`config.mk`:
```
export PLATFORM = sky130hd
export DESIGN_NAME = fsqrt
export DESIGN_NICKNAME = d
export VERILOG_FILES = /design/src/rtl/fpu_pkg.sv /design/src/rtl/fsqrt_core.sv /design/src/rtl/fsqrt.sv
export SDC_FILE = /design/constraint.sdc
export NUM_CORES = 1
export LEC_CHECK = 0
export CAP_MARGIN = 10
export CORE_ASPECT_RATIO = 0.5
export CORE_MARGIN = 5
export CORE_UTILIZATION = 45
export DETAILED_ROUTE_END_ITERATION = 7
export GPL_ROUTABILITY_DRIVEN = 0
export PLACE_DENSITY_LB_ADDON = 0.3
export SYNTH_ARGS = -nofsm -noshare
export SYNTH_HDL_FRONTEND = slang
export SYNTH_SLANG_ARGS = --single-unit
```
`constraint.sdc`:
```
create_clock -name clk -period 106 [get_ports clk]
set_input_delay 21.2 -clock clk [delete_from_list [all_inputs] [get_ports clk]]
set_output_delay 21.2 -clock clk [all_outputs]
set_load 0.1 [all_outputs]
```
`src/rtl/fpu_pkg.sv`:
```
// Shared binary32 field widths, special encodings and helpers for the FPU blocks.
package fpu_pkg;

  localparam int EXP_W = 8;
  localparam int MAN_W = 23;
  localparam int BIAS  = 127;

  localparam logic [31:0] QNAN_NEG = 32'hFFC0_0000;
  localparam logic [31:0] POS_INF  = 32'h7F80_0000;

  typedef struct packed {
    logic             sign;
    logic [EXP_W-1:0] exp;
    logic [MAN_W-1:0] man;
  } fp32_t;

  // Leading-zero count of a 24-bit word; returns 24 for an all-zero word.
  function automatic logic [4:0] lzc24(input logic [23:0] v);
    logic [4:0] n;
    logic       found;
    n     = 5'd24;
    found = 1'b0;
    for (int i = 23; i >= 0; i--) begin
      if (!found && v[i]) begin
        n     = 5'(23 - i);
        found = 1'b1;
      end
    end
    return n;
  endfunction

endpackage

```
`src/rtl/fsqrt_core.sv`:
```
// Combinational mantissa square root: restoring digit recurrence with guard and
// sticky, rounded to nearest-even, producing a 24-bit root in [2^23, 2^24).
module fsqrt_core
  import fpu_pkg::*;
(
  input  logic [23:0] i_man,
  input  logic        i_odd,
  output logic [23:0] o_root
);

  logic [49:0] w_rad;
  logic [24:0] w_q;
  logic [26:0] w_rem;

  // Odd exponents pre-shift one extra bit so the root lands in [sqrt2, 2).
  assign w_rad = i_odd ? {i_man, 26'd0} : {1'b0, i_man, 25'd0};

  always_comb begin
    logic [26:0] rem;
    logic [26:0] trial;
    logic [24:0] q;
    rem = '0;
    q   = '0;
    for (int i = 24; i >= 0; i--) begin
      rem   = {rem[24:0], w_rad[2*i+1 -: 2]};
      trial = {q, 2'b01};
      if (rem >= trial) begin
        rem = rem - trial;
        q   = {q[23:0], 1'b1};
      end else begin
        q   = {q[23:0], 1'b0};
      end
    end
    w_q   = q;
    w_rem = rem;
  end

  // q[0] is the guard bit; any nonzero remainder is the sticky bit.
  assign o_root = w_q[24:1] + {23'd0, w_q[0] & ((|w_rem) | w_q[1])};

endmodule

```
`src/rtl/fsqrt.sv`:
```
// Single-cycle binary32 square root: classification, exponent, special cases and
// output register. FSQRT_EXC_EN adds the registered invalid/NaN exception port.
module fsqrt
  import fpu_pkg::*;
(
  input  logic        clk,
  input  logic        rst,
  input  logic [31:0] x,
  input  logic        valid_in,
  output logic [31:0] y,
  output logic        valid_out
`ifdef FSQRT_EXC_EN
  ,
  output logic        exception
`endif
);

  fp32_t       w_x;
  logic        w_is_zero;
  logic        w_is_sub;
  logic        w_is_infnan;
  logic        w_is_nan;
  logic [4:0]  w_lz;
  logic [23:0] w_man_norm;
  logic [8:0]  w_eb;
  logic [23:0] w_root;
  logic [31:0] w_y_fin;
  logic [31:0] w_y;
  logic [31:0] r_y;
  logic        r_valid;

  assign w_x         = x;
  assign w_is_zero   = (w_x.exp == '0) && (w_x.man == '0);
  assign w_is_sub    = (w_x.exp == '0) && (w_x.man != '0);
  assign w_is_infnan = (w_x.exp == '1);
  assign w_is_nan    = w_is_infnan && (w_x.man != '0);

  assign w_lz       = lzc24({1'b0, w_x.man});
  assign w_man_norm = w_is_sub ? ({1'b0, w_x.man} << w_lz) : {1'b1, w_x.man};

  // w_eb = e_unbiased + 254, so w_eb>>1 is floor(e/2)+127 and w_eb[0] flags an odd e.
  assign w_eb = w_is_sub ? (9'd128 - {4'd0, w_lz})
                         : ({1'b0, w_x.exp} + 9'(BIAS));

  fsqrt_core u_core (
    .i_man  (w_man_norm),
    .i_odd  (w_eb[0]),
    .o_root (w_root)
  );

  // The root's hidden bit carries into the exponent field, hence the minus one.
  assign w_y_fin = {1'b0, w_eb[8:1] - 8'd1, 23'd0} + {8'd0, w_root};

  always_comb begin
    w_y = w_y_fin;
    if (w_is_nan) begin
      w_y = x | 32'h0040_0000;
    end else if (w_is_zero) begin
      w_y = x;
    end else if (w_x.sign) begin
      w_y = QNAN_NEG;
    end else if (w_is_infnan) begin
      w_y = POS_INF;
    end
  end

  always_ff @(posedge clk) begin
    if (rst) begin
      r_y     <= '0;
      r_valid <= 1'b0;
    end else begin
      r_valid <= valid_in;
      if (valid_in) begin
        r_y <= w_y;
      end
    end
  end

  assign y         = r_y;
  assign valid_out = r_valid;

`ifdef FSQRT_EXC_EN
  logic w_exc;
  logic r_exc;

  assign w_exc = w_is_nan | (w_x.sign & ~w_is_zero);

  always_ff @(posedge clk) begin
    if (rst) begin
      r_exc <= 1'b0;
    end else if (valid_in) begin
      r_exc <= w_exc;
    end
  end

  assign exception = r_exc;
`endif

endmodule

```
==> results.sh <==
export IMPL_cts_sinks=33
export IMPL_crit_type="input port to flip-flop"
export IMPL_totalWireLength_mm=105.2
export IMPL_yosysTopAreaCellShare_pct=14.39
export IMPL_worstPathMaxFanout=40
export IMPL_clk_latency_ns=0.29
export IMPL_tightest_slew_ns=1.259
export IMPL_clkSlewWorstSetupHoldPaths_ns=0.06
export IMPL_synth_enable_flop_cells=0
export IMPL_hold_path_class="flip-flop to flip-flop"
export IMPL_synthDistinctLibCells=151
export IMPL_maxCapViolCount=0
export IMPL_grt_max_degree=65
export IMPL_nNetsFinal=4746
export IMPL_cpMostUsedCell="a21oi_1"
export IMPL_synth_area_per_cell_um2=6.701
export IMPL_die_area_um2=71030
export IMPL_yosys_warnings=0
export IMPL_n_antenna_cell=0
export IMPL_violations="design-rule violations"
export IMPL_hold_slack_ns=0.4715
export IMPL_relSlewSlack_pct=15.43
export IMPL_syn_area_um2=29480
export IMPL_clockBufferDepth=2
export IMPL_synth_area_leaders="ha_1 14%, a21oi_1 9.0%, xnor2_1 6.6%"
export IMPL_fin_crit_sh_pct=93.99
export IMPL_grt_ovfl_total=0
export IMPL_start_util_pct=45.41
export IMPL_critPathCaptureType="flip-flop"
export IMPL_first_global_vias=31640
export IMPL_yosysMostFrequentCell="a21oi_1"
export IMPL_drt_iter0_markers=3954
export IMPL_rows=66
export IMPL_worst_ep_required_time_ns=106.19
export IMPL_antenna_found_initial=0
export IMPL_ys_seq_area_share_pct=2.241
export IMPL_synth_main_ff_cell="dfxtp_1"
export IMPL_finalHoldViolCount=0
export IMPL_postSynthCellCount=4399
export IMPL_grtUsageTotal_pct=27.76
export IMPL_area_growth_pct=5.565
export IMPL_rsz0062_at_grt="no"
export IMPL_period_needed_ns=99.63
export IMPL_route_antenna_remaining_nets=0
export IMPL_fmax_mhz=10.04
export IMPL_die_h_um=191.0
export IMPL_hold_buffers=0
export IMPL_drv_slew=0
export IMPL_synth_top_cell_by_area="ha_1"
export IMPL_arrival_ns=99.83
export IMPL_hold_start="y[26]$_SDFFE_PP0P_"
export IMPL_synthArstFlopShare_pct=0
export IMPL_cts_made_buffers=5
export IMPL_setup_tns_ns=0
export IMPL_grt_first_pass_wirelength_mm=165.9
export IMPL_finalSetupViolations=0
export IMPL_cts_tree="done"
export IMPL_final_layout_size_suffix_gt1_share_pct=6.130
export IMPL_yosys_register_bits=33
export IMPL_clk_root_buffer_cell="clkbuf_16"
export IMPL_ios=68
export IMPL_die_w_um=372.0
export IMPL_dr_total_vias=34280
export IMPL_start_kind="input port"
export IMPL_viasPerCell=6.521
export IMPL_crit_start="x[8]"
export IMPL_port_buffers=67
export IMPL_ctsResizeCount=0
export IMPL_synthTopCellsByCount="533 x a21oi_1, 468 x nor2_1, 383 x nand2_1"
export IMPL_status="finished, violations left"
export IMPL_rrSetupSlack_ns=105.00
export IMPL_h_tree_depth=2
export IMPL_core_area_um2=64910
export IMPL_drc=1
export IMPL_reg2reg_from="y[17]$_SDFFE_PP0P_"
export IMPL_hpwl_mm=83.04
export IMPL_avgRoutedWirePerCell_um=20.01
export IMPL_skew_ns=0
export IMPL_first_pass_iters=8
export IMPL_cts_setup_buffers=0
export IMPL_max_stage_delay_ns=0.80
export IMPL_cp_slowest_cell="clkdlybuf4s50_1"
[layer usage]
| metal | track usage (%) | wire, um |
|---|---|---|
| met1 | 38.18 | 46300 |
| met2 | 44.90 | 45900 |
| met3 | 3.924 | 9325 |
| met4 | 8.778 | 3640 |
| met5 | 0 | 0 |
[sequential cells by signal, indices dropped and copies added (netlist names)]
| name | flops |
|---|---|
| y | 32 |
| valid_out | 1 |
[cell type report]
cell class | instances | area, um^2
clock buffer | 5 | 125.1
clock inverter | 3 | 46.29
fill | 6674 | 33790
inverter | 204 | 787.0
multi-input combinational | 4019 | 27420
sequential | 33 | 660.6
tap | 884 | 1106
timing repair buffer | 108 | 973.4
[worst max-delay path: cells and delay by family]
kind,cells,cell delay (ns)
fa+ha+maj,25,7.78
compound gates,166,33.04
mux,7,1.73
simple gates,110,22.52
buf+inv,41,12.55
xor+xnor,4,0.59
[worst paths after layout]
check,end,depth (start not counted)
hold / removal,y[26]$_SDFFE_PP0P_,2
hold reg to reg,y[26]$_SDFFE_PP0P_,2
setup reg to reg,y[17]$_SDFFE_PP0P_,3
setup / recovery,y[22]$_SDFFE_PP0P_,353
[layout by cell type, fill, tap and decap left out, types with 36 or more instances in the layout]
| master | count |
|---|---|
| clkdlybuf4s50_1 | 66 |
| o31ai_1 | 40 |
| a211oi_1 | 49 |
| o21a_1 | 38 |
| buf_4 | 41 |
| o21ai_0 | 209 |
| nand4_1 | 69 |
| mux2i_1 | 81 |
| a21o_1 | 137 |
| nor3_1 | 103 |
| or3_1 | 36 |
| nor2b_1 | 47 |
| inv_1 | 183 |
| ha_1 | 339 |
| and2_1 | 55 |
| nand3_1 | 116 |
| xnor2_1 | 221 |
| o21bai_1 | 123 |
| and3_1 | 66 |
| o211ai_1 | 44 |
| o21ai_1 | 40 |
| a31oi_1 | 60 |
| xor2_1 | 93 |
| nand2_1 | 381 |
| a21oi_1 | 533 |
| nor2_1 | 465 |
| nand2b_1 | 58 |
[through the flow]
| step | worst slack (ns) | utilization, % | instance area (um^2) | std cells |
|---|---|---|---|---|
| detailed placement | 5.170 | 47.62 | 30910 | 5248 |
| global placement | 7.651 | 47.62 | 30910 | 5248 |
| global route | 0.05972 | 47.94 | 31120 | 5256 |
| floorplan | 14.98 | - | 29560 | 4422 |
| finish | 6.366 | 47.94 | 31120 | 5256 |
| CTS | 5.220 | 47.88 | 31080 | 5256 |
[kinds of logic after synthesis]
family | count (synthesis) | share of synthesized area (%)
AO/OA/AOI/OAI | 1613 | 36.67
XOR/XNOR | 314 | 9.330
adder cells (fa/ha/maj) | 340 | 14.46
buffers and inverters | 370 | 5.144
flip-flops | 33 | 2.241
multiplexers | 126 | 4.567
other | 2 | 0.02548
AND/OR/NAND/NOR | 1601 | 27.56
Power is not shown: default switching activity piles up to over one toggle a cycle in this logic, so the estimate is an artifact.
